`src/rtl/add_arb_pkg.sv`:
```
// Shared types and constants for the add_arbiter slice.
package add_arb_pkg;

  typedef enum logic [1:0] {
    IDLE  = 2'd0,
    ISSUE = 2'd1,
    RESP  = 2'd2
  } state_t;

  localparam int unsigned PERF_W = 32;

  // Index width for n requesters, never below one bit.
  function automatic int unsigned clog2_min1(input int unsigned n);
    return (n > 2) ? $clog2(n) : 1;
  endfunction

endpackage

```
`src/rtl/add.sv`:
```
// Registered adder: out is in0+in1 (carry dropped), one cycle after the operands.
module add #(
  parameter int unsigned WIDTH = 8
) (
  input  logic             clk,
  input  logic [WIDTH-1:0] in0,
  input  logic [WIDTH-1:0] in1,
  output logic [WIDTH-1:0] out
);

  always_ff @(posedge clk) begin
    out <= in0 + in1;
  end

endmodule

```
`src/rtl/add_arbiter_rr_pick.sv`:
```
// rr_pick: combinational rotate-priority select, lowest index at or after ptr (wrapping).
module rr_pick
  import add_arb_pkg::*;
#(
  parameter int unsigned NREQ = 4,
  localparam int unsigned IDW = clog2_min1(NREQ)
) (
  input  logic [NREQ-1:0] req,
  input  logic [IDW-1:0]  ptr,
  output logic [NREQ-1:0] grant,
  output logic [IDW-1:0]  idx,
  output logic            any
);

  int unsigned cand;

  always_comb begin
    grant = '0;
    idx   = '0;
    any   = 1'b0;
    cand  = 0;
    for (int unsigned off = 0; off < NREQ; off++) begin
      cand = (32'(ptr) + off) % NREQ;
      if (!any && req[cand]) begin
        any         = 1'b1;
        grant[cand] = 1'b1;
        idx         = IDW'(cand);
      end
    end
  end

endmodule

```
`src/rtl/add_arbiter.sv`:
```
// Round-robin sequencer sharing one registered adder among NREQ requesters.
// Optional counters perf_ops/perf_busy are built when ADD_ARB_PERF_EN is defined.
module add_arbiter
  import add_arb_pkg::*;
#(
  parameter int unsigned WIDTH = 8,
  parameter int unsigned NREQ  = 4,
  localparam int unsigned IDW  = clog2_min1(NREQ)
) (
  input  logic              clock,
  input  logic              reset_n,
  input  logic [NREQ-1:0]   req_valid,
  output logic [NREQ-1:0]   req_ready,
  input  logic [NREQ*WIDTH-1:0] req_in0,
  input  logic [NREQ*WIDTH-1:0] req_in1,
  output logic              resp_valid,
  input  logic              resp_ready,
  output logic [WIDTH-1:0]  resp_data,
  output logic [IDW-1:0]    resp_id
`ifdef ADD_ARB_PERF_EN
  ,
  output logic [PERF_W-1:0] perf_ops,
  output logic [PERF_W-1:0] perf_busy
`endif
);

  state_t           state;
  logic [IDW-1:0]   rr_ptr;
  logic [IDW-1:0]   id_q;
  logic [WIDTH-1:0] op0_q;
  logic [WIDTH-1:0] op1_q;

  logic [NREQ-1:0]  pick_grant;
  logic [IDW-1:0]   pick_idx;
  logic             pick_any;
  logic             accept;
  logic [IDW-1:0]   ptr_nxt;

  logic [WIDTH-1:0] in0_a [NREQ];
  logic [WIDTH-1:0] in1_a [NREQ];

  for (genvar i = 0; i < NREQ; i++) begin : g_unpack
    assign in0_a[i] = req_in0[i*WIDTH +: WIDTH];
    assign in1_a[i] = req_in1[i*WIDTH +: WIDTH];
  end

  rr_pick #(.NREQ(NREQ)) u_pick (
    .req   (req_valid),
    .ptr   (rr_ptr),
    .grant (pick_grant),
    .idx   (pick_idx),
    .any   (pick_any)
  );

  // A new op may start when idle, or when the pending result leaves this cycle.
  always_comb begin
    accept    = reset_n && pick_any &&
                ((state == IDLE) || ((state == RESP) && resp_ready));
    req_ready = accept ? pick_grant : '0;
    ptr_nxt   = (pick_idx == IDW'(NREQ - 1)) ? '0 : pick_idx + IDW'(1);
  end

  always_ff @(posedge clock) begin
    if (!reset_n) begin
      state      <= IDLE;
      rr_ptr     <= '0;
      id_q       <= '0;
      op0_q      <= '0;
      op1_q      <= '0;
      resp_valid <= 1'b0;
    end else begin
      if (accept) begin
        op0_q  <= in0_a[pick_idx];
        op1_q  <= in1_a[pick_idx];
        id_q   <= pick_idx;
        rr_ptr <= ptr_nxt;
      end
      case (state)
        IDLE: begin
          if (accept) state <= ISSUE;
        end
        ISSUE: begin
          state      <= RESP;
          resp_valid <= 1'b1;
        end
        RESP: begin
          if (resp_ready) begin
            resp_valid <= 1'b0;
            state      <= accept ? ISSUE : IDLE;
          end
        end
        default: state <= IDLE;
      endcase
    end
  end

  assign resp_id = id_q;

  add #(.WIDTH(WIDTH)) u_add (
    .clk (clock),
    .in0 (op0_q),
    .in1 (op1_q),
    .out (resp_data)
  );

`ifdef ADD_ARB_PERF_EN
  // Saturating activity counters.
  always_ff @(posedge clock) begin
    if (!reset_n) begin
      perf_ops  <= '0;
      perf_busy <= '0;
    end else begin
      if (accept && (perf_ops != '1))
        perf_ops <= perf_ops + PERF_W'(1);
      if ((state != IDLE) && (perf_busy != '1))
        perf_busy <= perf_busy + PERF_W'(1);
    end
  end
`endif

endmodule
```
`config.mk`:
```
export PLATFORM = sky130hd
export DESIGN_NAME = add_arbiter
export DESIGN_NICKNAME = d
export VERILOG_FILES = /design/src/rtl/add_arb_pkg.sv /design/src/rtl/add.sv /design/src/rtl/add_arbiter_rr_pick.sv /design/src/rtl/add_arbiter.sv
export SDC_FILE = /design/constraint.sdc
export NUM_CORES = 1
export LEC_CHECK = 0
export ABC_AREA = 1
export CAP_MARGIN = 20
export CORE_ASPECT_RATIO = 1.2
export CORE_MARGIN = 10
export CORE_UTILIZATION = 43
export CTS_BUF_LIST = sky130_fd_sc_hd__clkbuf_8
export DETAILED_ROUTE_END_ITERATION = 16
export GPL_TIMING_DRIVEN = 1
export PLACE_DENSITY_LB_ADDON = 0.1
export SLEW_MARGIN = 30
export SYNTH_ARGS = -nofsm -noshare
export SYNTH_HDL_FRONTEND = slang
export SYNTH_SLANG_ARGS = --single-unit
```
`constraint.sdc`:
```
create_clock -name clock -period 2.4 [get_ports clock]
set_clock_uncertainty 0.15 [all_clocks]
set_input_delay 0.24 -clock clock [delete_from_list [all_inputs] [get_ports clock]]
set_output_delay 0.24 -clock clock [all_outputs]
set_load 0.02 [all_outputs]
```
==> out/qor.txt, run 1 <==
Post-Layout Cell Count -> 607
initial antenna violation count -> 0
final WL -> 7960 um
Post-DP Area -> 0.00371 mm^2
Synth area leader -> dfxtp_1
Synth Area in Simple Gates -> 42.4%
Nets -> 612
status -> finished clean
sequential share of the synthesized area -> 23.8%
first-pass GRT wire length -> 13200 um
vias in the first global route -> 2871
Worst IR Drop VDD -> 0.775 mV
Worst R2R Start -> rr_ptr[0]$_SDFFE_PN0P_
pwr/cell area -> 1470 mW/mm^2
count of final hold-check violations -> 0
layout cells sized above 1 -> 19.0%
most common cell in the netlist -> nand2_1
mapped cell area -> 0.00261 mm^2
area of the multi-input gates -> 0.00171 mm^2
DRT Pass-1 Iters -> 4
Setup crit start -> rr_ptr[0]$_SDFFE_PN0P_
Final Cycle Share -> 97.3%
unrepaired setup endpoints after global routing -> true
die span in x -> 91.2 um
CTS Buffer Depth -> 2
Core ar. -> 0.00597 mm^2
GRT Util Overall -> 16.2%
largest net degree at the start of global routing -> 21
H-tree Lvls -> 2
CTS clk-pin slew, worst paths -> 0.06 ns
Arr. time, crit path -> 1.95 ns
Inserted Clock Buffers -> 5
Initial Util -> 43.7%
Most used DFF post-synth -> dfxtp_1
n_diodes -> 0
setup violators final -> 0
Worst Hold Launch -> resp_valid$_SDFFE_PN0P_
clock root buffer -> clkbuf_8
Die Ht -> 105 um
Hold Crit Class -> register to register
Worst Hold End -> resp_valid$_SDFFE_PN0P_
mux cell area share after synthesis -> 0%
First DRT Iteration DRCs -> 105
required time worst endpoint -> 2.01 ns
post-synth top area share -> 23.8%
Residual DRC -> 0
FFs w/ async S/R, synth -> 0%
CP Launch Type -> register
Synth Area in XOR/XNOR -> 2.35%
post-DP HPWL -> 6200 um
Post-synth EDFFs -> 0
placed cell count -> 592
FP Rows -> 31
Total Power -> 0.00595 W
Slew @ Worst Pin -> 0.403 ns
Leakage -> 2.15 nW
Sink Count -> 31
mean number of vias per cell -> 4.70
total number of vias -> 2850
CP endpoint kind -> output port
Max Cap Viol -> 0
Final Instance Area -> 0.00405 mm^2
CTS tree -> done
port bufs -> 85
critical path fanouts, max -> 11
Slew headroom -> 72.9%
syn avg cell area -> 6.28 um^2
max-slew violations -> 0
CTS Hold Buffers Added -> 0
largest family of logic cells by synthesized area -> simple AND/OR/NAND/NOR gates
Die Area -> 0.00961 mm^2
global route total overflow -> 0
FF+latch area -> 623 um^2
Reg2Reg Depth -> 15
Post-DRT Antenna Nets -> 0
drt wl/cell -> 13.1 um
Fillers -> 584
Cell variety after synth -> 32
Synth Area in Compound Gates -> 5.94%
largest cells by area after synthesis -> dfxtp_1, nand2_1, nand3_1
fmax -> 428 MHz
Syn Inst Count -> 416
Mapped Nets -> 503
Setup CP Type -> register to output port
Yosys Warn Count -> 0
Ports -> 86
FF-to-FF setup slack -> 0.10 ns
Synth top cells by count -> nand2_1, inv_1, nand3_1, dfxtp_1, ha_1
Clock Latency Late Sink -> 0.27 ns
Layout area overhead -> 54.9%
worst reg2reg endpoint -> op1_q[0]$_SDFFE_PN0P_
Placer Congestion -> 0.849
min Tclk post-route -> 2.34 ns
Synth Register Bits -> 31
post-synthesis adder-cell area fraction -> 7.95%
hold-critical path depth -> 2
worst max path at each step:
stage	endpoint
finish	req_ready[2]
global route	req_ready[2]
CTS	req_ready[3]
detailed placement	req_ready[1]
global placement	req_ready[2]
floorplan	op0_q[4]$_SDFFE_PN0P_
area by class of cell:
cell class | count | area share [%]
Clock buffer | 6 | 2.04
Sequential cell | 31 | 15.4
Timing Repair Buffer | 115 | 28.8
Inverter | 94 | 8.90
Clock inverter | 1 | 0.124
Multi-Input combinational cell | 278 | 42.2
Tap cell | 82 | 2.53
logic make-up (layout without fill, tap and decap cells):
| kind of cell | Yosys count | in the layout |
|---|---|---|
| XOR/XNOR | 7 | 7 |
| adder cells (fa/ha/maj) | 16 | 16 |
| AND/OR/NAND/NOR | 224 | 228 |
| AO/OA/AOI/OAI | 27 | 27 |
| buffers and inverters | 111 | 216 |
| flip-flops | 31 | 31 |
registers in the layout, indices dropped and copies added, names as in the netlist:
signal / count
rr_ptr: 2
resp_valid: 1
op1_q: 8
resp_id: 2
u_add.out: 8
op0_q: 8
state: 2
through the flow:
step	utilization [%]	hold slack [ns]	setup TNS, ns	setup slack, ns
2_1_floorplan	-	0.280	0	0.0511
3_3_place_gp	62.1	0.307	-1.91	-0.283
3_5_place_dp	62.1	0.305	-3.13	-0.267
4_1_cts	64.3	0.316	0	0.00380
5_1_grt	67.8	0.336	-0.183	-0.0709
6_report	67.8	0.313	0	0.0649
layer usage:
metal / GRT usage [%] / share of wire [%] / vias to the layer above
met5: 0 / 0 / -
met4: 6.17 / 1.3 / 0
met3: 4.19 / 6.7 / 6
met2: 28.0 / 51 / 75
met1: 18.6 / 41 / 1256
li1: - / - / 1513
cells in the final DEF (no fill, tap or decap), types with 2 or more instances in the layout:
| cell | count |
|---|---|
| a21oi_1 | 9 |
| buf_12 | 5 |
| buf_4 | 24 |
| buf_6 | 3 |
| clkbuf_8 | 6 |
| clkdlybuf4s50_1 | 81 |
| dfxtp_1 | 29 |
| dfxtp_2 | 2 |
| ha_1 | 14 |
| inv_1 | 84 |
| inv_2 | 7 |
| inv_4 | 3 |
| nand2_1 | 102 |
| nand2_2 | 8 |
| nand2_4 | 8 |
| nand2_8 | 4 |
| nand3_1 | 76 |
| nand3_2 | 17 |
| nand4_1 | 3 |
| nor2_1 | 6 |
| o21ai_0 | 5 |
| o21ai_1 | 3 |
| o21ai_2 | 3 |
| o21bai_1 | 2 |
| xnor2_1 | 2 |
| xor2_1 | 5 |
critical path, stage by stage (launching register included):
cell     delay, ns
dfxtp_2       0.33
inv_2         0.08
buf_8         0.16
nand2_2       0.06
nand2_1       0.07
nand2_2       0.07
nand2_4       0.13
nor2_2        0.06
inv_1         0.11
o22ai_2       0.09
a31oi_2       0.16
o21ai_0       0.11
nand2_1       0.07
inv_1         0.03
buf_4         0.14
power by group:
group          leakage, nW  internal, W  switching, W  total [W]
Clock               0.0470     0.000224      0.000174   0.000398
Sequential           0.258     0.000744      0.000106   0.000850
Combinational         1.84      0.00199       0.00271    0.00470
timing repair:
item	CTS	global route
gates resized for setup	29	31
pin swaps	4	13
setup endpoints to repair	20	22
cloned	1	4
buffers inserted	0	3
hold endpoints to repair	0	0
Note: power is estimated with default switching activity, not from simulation.
==> run 2, diff against run 1 <==
MAX_ROUTING_LAYER = met4   (was default)
==> run 2 against run 1 <==
Utilization is essentially flat. Clock power grew 3%. Worst hold slack gained 0.0012 ns. Sequential power is essentially flat. Sequential share of layout area is essentially flat. Die area is the same. Power grew 0.63%. Cell count grew 0.33%. Flip-flop and latch count is the same. Largest power group unchanged. Highest routed layer unchanged.
==> out/qor.txt, run 2 (synthesis gave the netlist of run 1 again) <==
status -> finished clean
layout cells sized above 1 -> 18.2% (-0.83 points)
port bufs -> 85 (unchanged)
CTS Buffer Depth -> 2 (unchanged)
fmax -> 427 MHz (-0.19%)
Leakage -> 2.15 nW (+0.24%)
post-DP HPWL -> 6170 um (-0.41%)
setup slack after layout -> 0.0604 ns (-0.00452 ns)
Sink Count -> 31 (unchanged)
Max Cap Viol -> 0 (unchanged)
CTS clk-pin slew, worst paths -> 0.06 ns (about the same)
die span in x -> 91.2 um (unchanged)
Worst IR Drop VDD -> 0.677 mV (-13%)
min Tclk post-route -> 2.34 ns (+0.00452 ns)
Arr. time, crit path -> 1.95 ns (about the same)
Final Instance Area -> 0.00405 mm^2 (about the same)
drt wl/cell -> 13.1 um (+0.15%)
commonest non-fill, non-tap cell in the layout -> nand2_1
Die Ht -> 105 um (unchanged)
First DRT Iteration DRCs -> 106 (+0.95%)
top flop regs -> op0_q (8), op1_q (8), u_add.out (8)
FF-to-FF setup slack -> 0.12 ns (+0.02 ns)
Residual DRC -> 0 (unchanged)
Setup CP Type -> register to output port
Die Area -> 0.00961 mm^2 (unchanged)
Fillers -> 570 (-2.4%)
Slew headroom -> 74.5% (+1.6 points)
clock root buffer -> clkbuf_8
unrepaired setup endpoints after global routing -> true
Initial Util -> 43.7% (unchanged)
initial antenna violation count -> 0 (unchanged)
H-tree Lvls -> 2 (unchanged)
global route total overflow -> 0 (unchanged)
critical path fanouts, max -> 4 (-7)
GRT Util Overall -> 16.2% (+0.061 points)
CTS tree -> done
Post-DRT Antenna Nets -> 0 (unchanged)
CP Launch Type -> register
WHS -> 0.314 ns (+0.00123 ns)
first-pass GRT wire length -> 12800 um (-2.6%)
pwr/cell area -> 1480 mW/mm^2 (+0.60%)
FP Rows -> 31 (unchanged)
DRT Pass-1 Iters -> 4 (unchanged)
CP endpoint kind -> output port
Ports -> 86 (unchanged)
largest net degree at the start of global routing -> 34 (+62%)
Clock Latency Late Sink -> 0.28 ns (about the same)
Core ar. -> 0.00597 mm^2 (unchanged)
CTS Hold Buffers Added -> 0 (unchanged)
Final Cycle Share -> 97.5% (+0.19 points)
Total Power -> 0.00599 W (+0.63%)
required time worst endpoint -> 2.01 ns (about the same)
Hold Crit Class -> register to register
Nets -> 614 (+0.33%)
vias in the first global route -> 2844 (-0.94%)
max-slew violations -> 0 (unchanged)
pre-CTS setup slack -> -0.256 ns (+0.0109 ns)
Inserted Clock Buffers -> 5 (unchanged)
total number of vias -> 2844 (-0.21%)
count of final hold-check violations -> 0 (unchanged)
n_diodes -> 0 (unchanged)
mean number of vias per cell -> 4.67 (-0.54%)
Slew @ Worst Pin -> 0.380 ns (-0.0231 ns)
setup violators final -> 0 (unchanged)
Layout area overhead -> 55.0% (about the same)
final WL -> 8000 um (+0.48%)
commonest cells after routing, fill and taps aside -> nand2_1, inv_1, clkdlybuf4s50_1, nand3_1, dfxtp_1
Placer Congestion -> 0.874 (+2.9%)
Post-DP Area -> 0.00374 mm^2 (+0.88%)
run 2: changes by cell type in the layout (fill, tap and decap cells not counted), moves of 2 or more:
cell,before,now
nand2_1,102,105
buf_4,24,27
nand3_1,76,79
nand2_2,8,5
buf_12,5,7
nand3_2,17,14
run 2: final timing paths:
check / from / to / cells after the start
worst min register to register: resp_valid$_SDFFE_PN0P_ / resp_valid$_SDFFE_PN0P_ / 2
worst max register to register: rr_ptr[1]$_SDFFE_PN0P_ / op0_q[0]$_SDFFE_PN0P_ / 16
worst min-delay path: resp_valid$_SDFFE_PN0P_ / resp_valid$_SDFFE_PN0P_ / 2
worst max-delay path: rr_ptr[1]$_SDFFE_PN0P_ / req_ready[1] / 13
run 2: where the power goes:
group          leakage, nW  internal, W  switching (W)  total, W
Sequential           0.258     0.000743       0.000105  0.000848
Clock               0.0470     0.000224       0.000184  0.000409
Combinational         1.85      0.00204        0.00268   0.00473
Total                 2.15      0.00301        0.00297   0.00599
run 2: final cells by class:
type / count / area (um^2) / share of cell area (%)
clock buffers: 6 / 82.6 / 2.04
clock inverters: 1 / 5.00 / 0.124
inverters: 94 / 360 / 8.90
multi-input cells: 277 / 1670 / 41.3
flip-flops and latches: 31 / 623 / 15.4
well taps: 82 / 103 / 2.53
repair buffers: 118 / 1200 / 29.7
run 2: critical path, cell delays in order, from the launching register on:
cell and delay [ns]:
dfxtp_2 0.34, inv_2 0.05, ha_4 0.25, inv_2 0.07, nand3_2 0.10, nand2_4 0.10
inv_4 0.05, nor2_8 0.14, buf_4 0.13, nand3_1 0.08, o221ai_2 0.07, o21ai_1 0.09
inv_1 0.07, buf_6 0.11
run 2: layer usage:
metal / up-vias / global-route usage, % / share of wire (%)
met3: 8 / 2.63 / 3.8
met4: 0 / 5.38 / 1.3
li1: 1516 / - / -
met5: - / - / 0
met2: 60 / 27.4 / 51
met1: 1260 / 19.2 / 44
run 2: metrics by stage:
stage / utilization [%] / TNS, ns / instances
global route: 67.8 / -0.227 / 609
detailed placement: 62.7 / -2.97 / 593
CTS: 64.6 / 0 / 601
global placement: 62.7 / -1.70 / 593
floorplan: - / 0 / 416
finish: 67.8 / 0 / 609
run 2: repair_timing:
action	in CTS	in global routing
buffers inserted	1	4
setup endpoints to repair	20	21
pin swaps	1	11
cloned	0	4
gates resized for setup	25	30
